**src/rtl/flash_page_buffer_pkg.sv**
```systemverilog
// Shared types and constants for the flash page buffer: FSM states, default
// geometry and the value an erased flash word reads back as.
package flash_page_buffer_pkg;

  localparam int DEF_PAGE_WORDS = 64;
  localparam int DEF_ADDR_W     = 14;
  localparam logic [15:0] ERASED_WORD = 16'hFFFF;

  typedef enum logic [1:0] {
    IDLE  = 2'd0,
    ERASE = 2'd1,
    PROG  = 2'd2,
    DONE  = 2'd3
  } pb_state_t;

endpackage

```
**src/rtl/pp_rise_detect.sv**
```systemverilog
// One-register 0->1 detector; the register clears on reset so an input that is
// already high when reset releases reports a rise on the first cycle.
module pp_rise_detect (
  input  logic i_clk,
  input  logic i_rst,
  input  logic i_d,
  output logic o_rise
);

  logic r_q;

  always_ff @(posedge i_clk) begin
    if (i_rst) r_q <= 1'b0;
    else       r_q <= i_d;
  end

  assign o_rise = i_d & ~r_q;

endmodule

```
**src/rtl/flash_page_buffer.sv**
```systemverilog
// Parallel-programming page buffer: collects 16-bit words byte by byte, then
// optionally erases the page and streams the buffer into the flash array.
module flash_page_buffer
  import flash_page_buffer_pkg::*;
#(
  parameter int PAGE_WORDS = DEF_PAGE_WORDS,
  parameter int ADDR_W     = DEF_ADDR_W
) (
  input  logic              clk,
  input  logic              rst,
  input  logic [7:0]        DATA,
  input  logic              BS1,
  input  logic              EnAdrLat,
  input  logic              EnBuf,
  input  logic              DB_WR,
  input  logic              Erase,
  input  logic              Prog,
  input  logic              arr_ready,
  output logic              arr_erase,
  output logic              arr_we,
  output logic [ADDR_W-1:0] arr_addr,
  output logic [15:0]       arr_wdata,
  output logic              busy,
  output logic              page_done,
  output pb_state_t         o_state
);

  localparam int IDX_W = $clog2(PAGE_WORDS);
  localparam logic [IDX_W-1:0] LAST_IDX = IDX_W'(PAGE_WORDS - 1);

  // Handshake: a request (arr_erase or arr_we) with its address/data is held
  // unchanged every cycle until a cycle with arr_ready=1, where it is consumed.

  pb_state_t         r_state;
  pb_state_t         w_state_nxt;
  logic [7:0]        r_addr_lo;
  logic [ADDR_W-9:0] r_addr_hi;
  logic [7:0]        r_hold;
  logic [IDX_W-1:0]  r_idx;
  logic              r_pending;
  logic [15:0]       r_buf [PAGE_WORDS];

  logic w_adr_rise, w_buf_rise, w_erase_rise, w_prog_rise;
  logic w_load_ok;
  logic [ADDR_W-1:0] w_base;
  logic [ADDR_W-1:0] w_prog_addr;

  pp_rise_detect u_rise_adr   (.i_clk(clk), .i_rst(rst), .i_d(EnAdrLat), .o_rise(w_adr_rise));
  pp_rise_detect u_rise_buf   (.i_clk(clk), .i_rst(rst), .i_d(EnBuf),    .o_rise(w_buf_rise));
  pp_rise_detect u_rise_erase (.i_clk(clk), .i_rst(rst), .i_d(Erase),    .o_rise(w_erase_rise));
  pp_rise_detect u_rise_prog  (.i_clk(clk), .i_rst(rst), .i_d(Prog),     .o_rise(w_prog_rise));

  assign w_load_ok   = (r_state == IDLE) && DB_WR;
  assign w_base      = {r_addr_hi, r_addr_lo[7:IDX_W], {IDX_W{1'b0}}};
  assign w_prog_addr = {r_addr_hi, r_addr_lo[7:IDX_W], r_idx};
  assign busy        = (r_state != IDLE);
  assign o_state     = r_state;

  always_comb begin
    w_state_nxt = r_state;
    arr_erase   = 1'b0;
    arr_we      = 1'b0;
    arr_addr    = '0;
    arr_wdata   = '0;
    page_done   = 1'b0;
    case (r_state)
      IDLE: begin
        if (w_erase_rise)     w_state_nxt = ERASE;
        else if (w_prog_rise) w_state_nxt = PROG;
      end
      ERASE: begin
        arr_erase = 1'b1;
        arr_addr  = w_base;
        if (arr_ready) w_state_nxt = r_pending ? PROG : IDLE;
      end
      PROG: begin
        arr_we    = 1'b1;
        arr_addr  = w_prog_addr;
        arr_wdata = r_buf[r_idx];
        if (arr_ready && (r_idx == LAST_IDX)) w_state_nxt = DONE;
      end
      DONE: begin
        page_done   = 1'b1;
        w_state_nxt = IDLE;
      end
      default: w_state_nxt = IDLE;
    endcase
  end

  always_ff @(posedge clk) begin
    if (rst) begin
      r_state   <= IDLE;
      r_addr_lo <= '0;
      r_addr_hi <= '0;
      r_hold    <= '0;
      r_idx     <= '0;
      r_pending <= 1'b0;
    end else begin
      r_state <= w_state_nxt;
      if (w_load_ok && w_adr_rise) begin
        if (BS1) r_addr_hi <= DATA[ADDR_W-9:0];
        else     r_addr_lo <= DATA;
      end
      if (w_load_ok && w_buf_rise && !BS1) r_hold <= DATA;
      case (r_state)
        IDLE: begin
          // Only a Prog rising together with Erase is remembered for later.
          if (w_erase_rise) begin
            r_pending <= w_prog_rise;
            r_idx     <= '0;
          end else if (w_prog_rise) begin
            r_idx <= '0;
          end
        end
        ERASE: if (arr_ready) begin
          r_pending <= 1'b0;
          r_idx     <= '0;
        end
        PROG: if (arr_ready) r_idx <= r_idx + 1'b1;
        default: ;
      endcase
    end
  end

  always_ff @(posedge clk) begin
    if (rst || (r_state == DONE)) begin
      for (int i = 0; i < PAGE_WORDS; i++) r_buf[i] <= ERASED_WORD;
    end else if (w_load_ok && w_buf_rise && BS1) begin
      r_buf[r_addr_lo[IDX_W-1:0]] <= {DATA, r_hold};
    end
  end

endmodule

```
**config.mk**
```make
export PLATFORM = sky130hd
export DESIGN_NAME = flash_page_buffer
export DESIGN_NICKNAME = d
export VERILOG_FILES = /design/src/rtl/flash_page_buffer_pkg.sv /design/src/rtl/pp_rise_detect.sv /design/src/rtl/flash_page_buffer.sv
export SDC_FILE = /design/constraint.sdc
export NUM_CORES = 1
export LEC_CHECK = 0
export ABC_AREA = 0
export BUFFER_PORTS_ARGS = -buffer_cell sky130_fd_sc_hd__buf_2
export CELL_PAD_IN_SITES_DETAIL_PLACEMENT = 2
export CELL_PAD_IN_SITES_GLOBAL_PLACEMENT = 2
export CORE_ASPECT_RATIO = 1.5
export CORE_MARGIN = 2
export CORE_UTILIZATION = 42
export DETAILED_ROUTE_END_ITERATION = 8
export GPL_TIMING_DRIVEN = 0
export PLACE_DENSITY_LB_ADDON = 0.05
export RECOVER_POWER = 100
export SLEW_MARGIN = 20
export SYNTH_ARGS = -nofsm -noshare
export SYNTH_HDL_FRONTEND = slang
export SYNTH_HIERARCHICAL = 1
export SYNTH_SLANG_ARGS = --single-unit
```
**constraint.sdc**
```tcl
create_clock -name clk -period 7 [get_ports clk]
set_input_delay 1.4 -clock clk [delete_from_list [all_inputs] [get_ports clk]]
set_output_delay 1.4 -clock clk [all_outputs]
set_load 0.02 [all_outputs]
```
# == Word level (Yosys, flattened, before mapping) ==
# Memory sizes are Yosys's and may differ from the RTL's. A register that Yosys moved wholly into a read port is not among the register bits.
# Index checks and enable logic that the tools add are counted.
# W data, S select, Z words.
# word_totals
ram_bits,1024
word_cells,77
out_inout_bits,36
input_bits,17
reg_bits,35
n_memories,1
# memory_table
memory,depth,width,read_ports,rd_clocked_by_memory_dff,write_ports,line,source
r_buf,64,16,1,1,64,flash_page_buffer.sv:41,logic [15:0] r_buf [PAGE_WORDS];
# classes
bitwise,9
muxes,29
add_sub_neg,1
n_eq_ne,9
reduce_logical,18
# ops
op,count
$mux W6,7
$mux W16,2
$pmux W14 S2,1
$pmux W6 S3,1
$reduce_or A16 Y1,1
$mux W1,11
$mux W2,5
$pmux W2 S4,1
$add A6 B1 Y6 const B,1
$eq A6 B6 Y1 const B,1
$logic_and A1 B1 Y1,6
$ne A2 B2 Y1 const B,3
$reduce_and A3 Y1,2
$not A1 Y1,5
$and A1 B1 Y1,4
$eq A2 B2 Y1 const B,2
$reduce_and A2 Y1,2
$reduce_and A4 Y1,1
$reduce_bool A2 Y1,2
$ne A3 B2 Y1 const B,1
$reduce_bool A3 Y1,1
$eq A2 B1 Y1 const B,1
$logic_not A2 Y1,1
$ne A2 B1 Y1 const B,1
3 further kinds,3

# == Longest topological paths before layout ==
# logic_depth
ltp_word,9
depth_mapped,11
depth_no_buf,7

# == Hierarchy ==
# The synthesis kept the hierarchy.
# modules_own_cells
mod,area_each_um2,cells_each,seq_area_each_um2,n_inst
flash_page_buffer,48455.2,3270,31490.2,1
pp_rise_detect,47.5,3,20.0,4

# == Least setup slack after synthesis ==
# OpenSTA, ideal clock, no wires.
# synth_timing
path_kind,input -> register
startpoint,in rst
endpoint,"mem r_buf[13][0], enable pin"
cell_stages,8
required_ns,6.589
arrival_ns,3.924
setup_time_ns,0.411
path_slack_ns,2.665
path_buffers,4
path_cell_list,clkbuf_1 -> nor2_1 -> nand4_2 -> or3b_1 -> buf_2 -> buf_6 -> buf_2 -> o21ai_0
# synth_rtl
item,line,source
from (decl),flash_page_buffer.sv:10,"input logic rst,"
to (decl),flash_page_buffer.sv:41,

==> results_dict.tcl <==
set metrics [dict create \
    status "complete, but fails checks" \
    violations "capacitance limit, slew limit" \
    p_sw_frac 0.2869 \
    power_mw 15.23 \
    yosys.area.top_type "edfxtp_1" \
    fp.dieW_um 281.9 \
    p_clk_frac 0.397 \
    fin_util 0.4758 \
    place_ws_ps 1105 \
    netSwitchingPower_mw 4.370 \
    place_inst 4903 \
    synthCells 3282 \
    r2r-start "o_state[0]$_SDFFE_PP0P_" \
    synth_most_common_cell "edfxtp_1" \
    ys_ff_latch 1065 \
    antenna_found_initial 40 \
    ctsHtreeMaxLevel 3 \
    synthesis.nets 3304 \
    yosys.area_share.simple 0.1571 \
    slew_violations 102 \
    worst-path-max-fanout 10 \
    synth-xor-area-share 0.0009002 \
    yosys-mux-area-fraction 0.1292 \
    intPower_mw 10.86 \
    die_y_um 420.8 \
    cts_sinks 1065 \
    end_kind "output port" \
    dieArea_um2 118600 \
    ctsHoldBuffers 0 \
    drt_iter0_markers 4376 \
    first_global_vias 35470 \
    cts_setup_buffers 0 \
    synth_top_family_by_area "simple AND/OR/NAND/NOR gates" \
    area_growth_pct 12.17 \
    io_buffers 44 \
    hp-start "r_addr_lo[7]$_SDFFE_PP0P_" \
    combPwrFrac 0.137 \
    wl_um 236700 \
    synth_common_cells "edfxtp_1, or2_2, or3_1, clkbuf_1, mux4_2" \
    final_net_count 3495 \
    cts_buffers 108 \
    initial_core_util 0.4242 \
    grt_setup_unrepaired "false" \
    p_per_area_nw_per_um2 279.1 \
    finish.instance_area_um2 54570 \
    critPathKind "flop to output port" \
    synth_area_um2 48650 \
    dr_total_vias 33690 \
    synth_warnings 6 \
    hold_violations 0 \
    gp_congestion 1.000 \
    detail-route-antenna-nets 0 \
    ios 53 \
    place_area_um2 51530 \
    nFillCells 10880 \
    grt_overflow 0 \
    setup_viol 0 \
    power.leakage_nw 12.69 \
    cts_repair_resize_count 0 \
    max_freq_mhz 143.3 \
    grt_pass1_wl_um 315700 \
    syn_area_per_cell_um2 14.82 \
    slew_headroom -0.6782 \
    dr.pass1.iters 5 \
    clk_path_buf_depth 3 \
    core-area_um2 114700 \
    yosysTopAreaCellShare 0.6321 \
    cp.required_ps 5600 \
    period_minus_slack_ps 6978 \
    fin_cells 5114 \
    drive_gt1_frac 0.3012 \
    synth_area_leaders "edfxtp_1, mux4_2, or2_2, or3_1, clkbuf_1" \
    start_kind "flop" \
    fin_crit_sh 0.9968 \
    drcViolationCount 0 \
    async_reset_ff_frac 0 \
    maxCapViolations 11 \
    power_frac_seq 0.466 \
    synth_fa_ha_area_frac 0.001286 \
    clk_latency_ps 750 \
    ys_seq_area_frac 0.6490 \
    vdd_ir_drop_max_v 0.0002317 \
    skew_ps 30.71 \
    hold_ws_ps 475.5 \
    worst_ep_arrival_time_ps 5580 \
    setup_ws_ps 22.38 \
    rows 152 \
    root_buffer "clkbuf_16" \
    synth_top_flop_cell "edfxtp_1" \
    tightest_slew_ps 2508 \
    hpwl_um 172900 \
    hold_path.class "flop to flop" \
    synth_edf_count 1024 \
    cts_tree "done" \
    wl_per_cell_um 46.29 \
    final.setup.tns_ps 0 \
    clkSlewWorstSetupHoldPaths_ps 60 \
    synth_compound_area_frac 0.03056 \
    synth_cell_type_count 53 \
    grt_util_all_layers 0.4031 \
    vias_per_cell 6.588 \
    grt_max_degree 17 \
]
[state kept, by name, summed over array words and instances, names as in the netlist, named ones only]
name              flops
r_addr_hi             6
r_pending             1
u_rise_erase/r_q      1
u_rise_prog/r_q       1
o_state               2
u_rise_adr/r_q        1
r_idx                 6
r_addr_lo             8
r_hold                8
u_rise_buf/r_q        1
r_buf              1024
[placed cells by master, fill, tap and decap left out, types with 21 or more instances in the layout]
cell type,count
a21oi_1,67
buf_2,59
clkbuf_1,348
clkbuf_16,112
clkbuf_2,37
clkinv_2,25
dfxtp_1,41
edfxtp_1,1024
mux2i_1,69
mux4_2,240
nand2_1,143
o21ai_0,45
o221ai_1,21
o22ai_1,28
or2_2,517
or3_1,514
[final timing paths]
check                           slack [ps]  depth (start not counted)                          to
worst max-delay path                    20                          8               arr_wdata[11]
worst min-delay path                   480                          2   r_addr_lo[7]$_SDFFE_PP0P_
worst max register to register         620                         12  r_buf[47][7]$_SDFFCE_PN1P_
worst min register to register         480                          2   r_addr_lo[7]$_SDFFE_PP0P_
[per-layer routing]
layer | part of all wire | vias up | global-route usage
met2 | 0.47 | 2036 | 0.6463
met3 | 0.085 | 733 | 0.08321
met5 | 0.00046 | - | 0
met1 | 0.34 | 18050 | 0.4632
li1 | - | 12850 | -
met4 | 0.10 | 18 | 0.3402
[layout make-up]
type                       count  area, µm²  area share
timing repair buffer          81      434.2    0.007957
tap                         1540       1927     0.03531
antenna                       11      27.53   0.0005044
sequential                  1065      31570      0.5786
clock inverter                69      661.9     0.01213
buffer                       369       1531     0.02807
clock buffer                 131       2874     0.05267
inverter                       7      26.28   0.0004815
multi-input combinational   1841      15510      0.2843
[power by group through the flow]
| stage | logic (mW) | registers (mW) | clock network (mW) |
|---|---|---|---|
| 5_1_grt | 2.11 | 7.10 | 6.24 |
| 6_report | 2.08 | 7.10 | 6.05 |
| 3_5_place_dp | 2.09 | 7.23 | 0 |
| 3_3_place_gp | 1.97 | 7.26 | 0 |
| 4_1_cts | 2.10 | 7.10 | 6.04 |
| 2_1_floorplan | 1.02 | 7.23 | 0 |
[cells by family after synthesis]
| kind of cell | count (synthesis) |
|---|---|
| AOI/OAI and AO/OA | 234 |
| DFF | 1065 |
| xor gates and xnor gates | 5 |
| buffers and inverters | 376 |
| and+or+nand+nor | 1271 |
| muxes | 326 |
| adders and majority gates | 5 |
[worst max-delay path: stages, from the launching register on]
cell       delay [ps]
dfxtp_1           560
clkbuf_2          450
clkbuf_2          520
clkbuf_2          650
clkbuf_1          860
a211oi_1          310
a2111oi_0        1010
a21o_1            270
buf_2             200
Power figures use the tool's default switching activity.
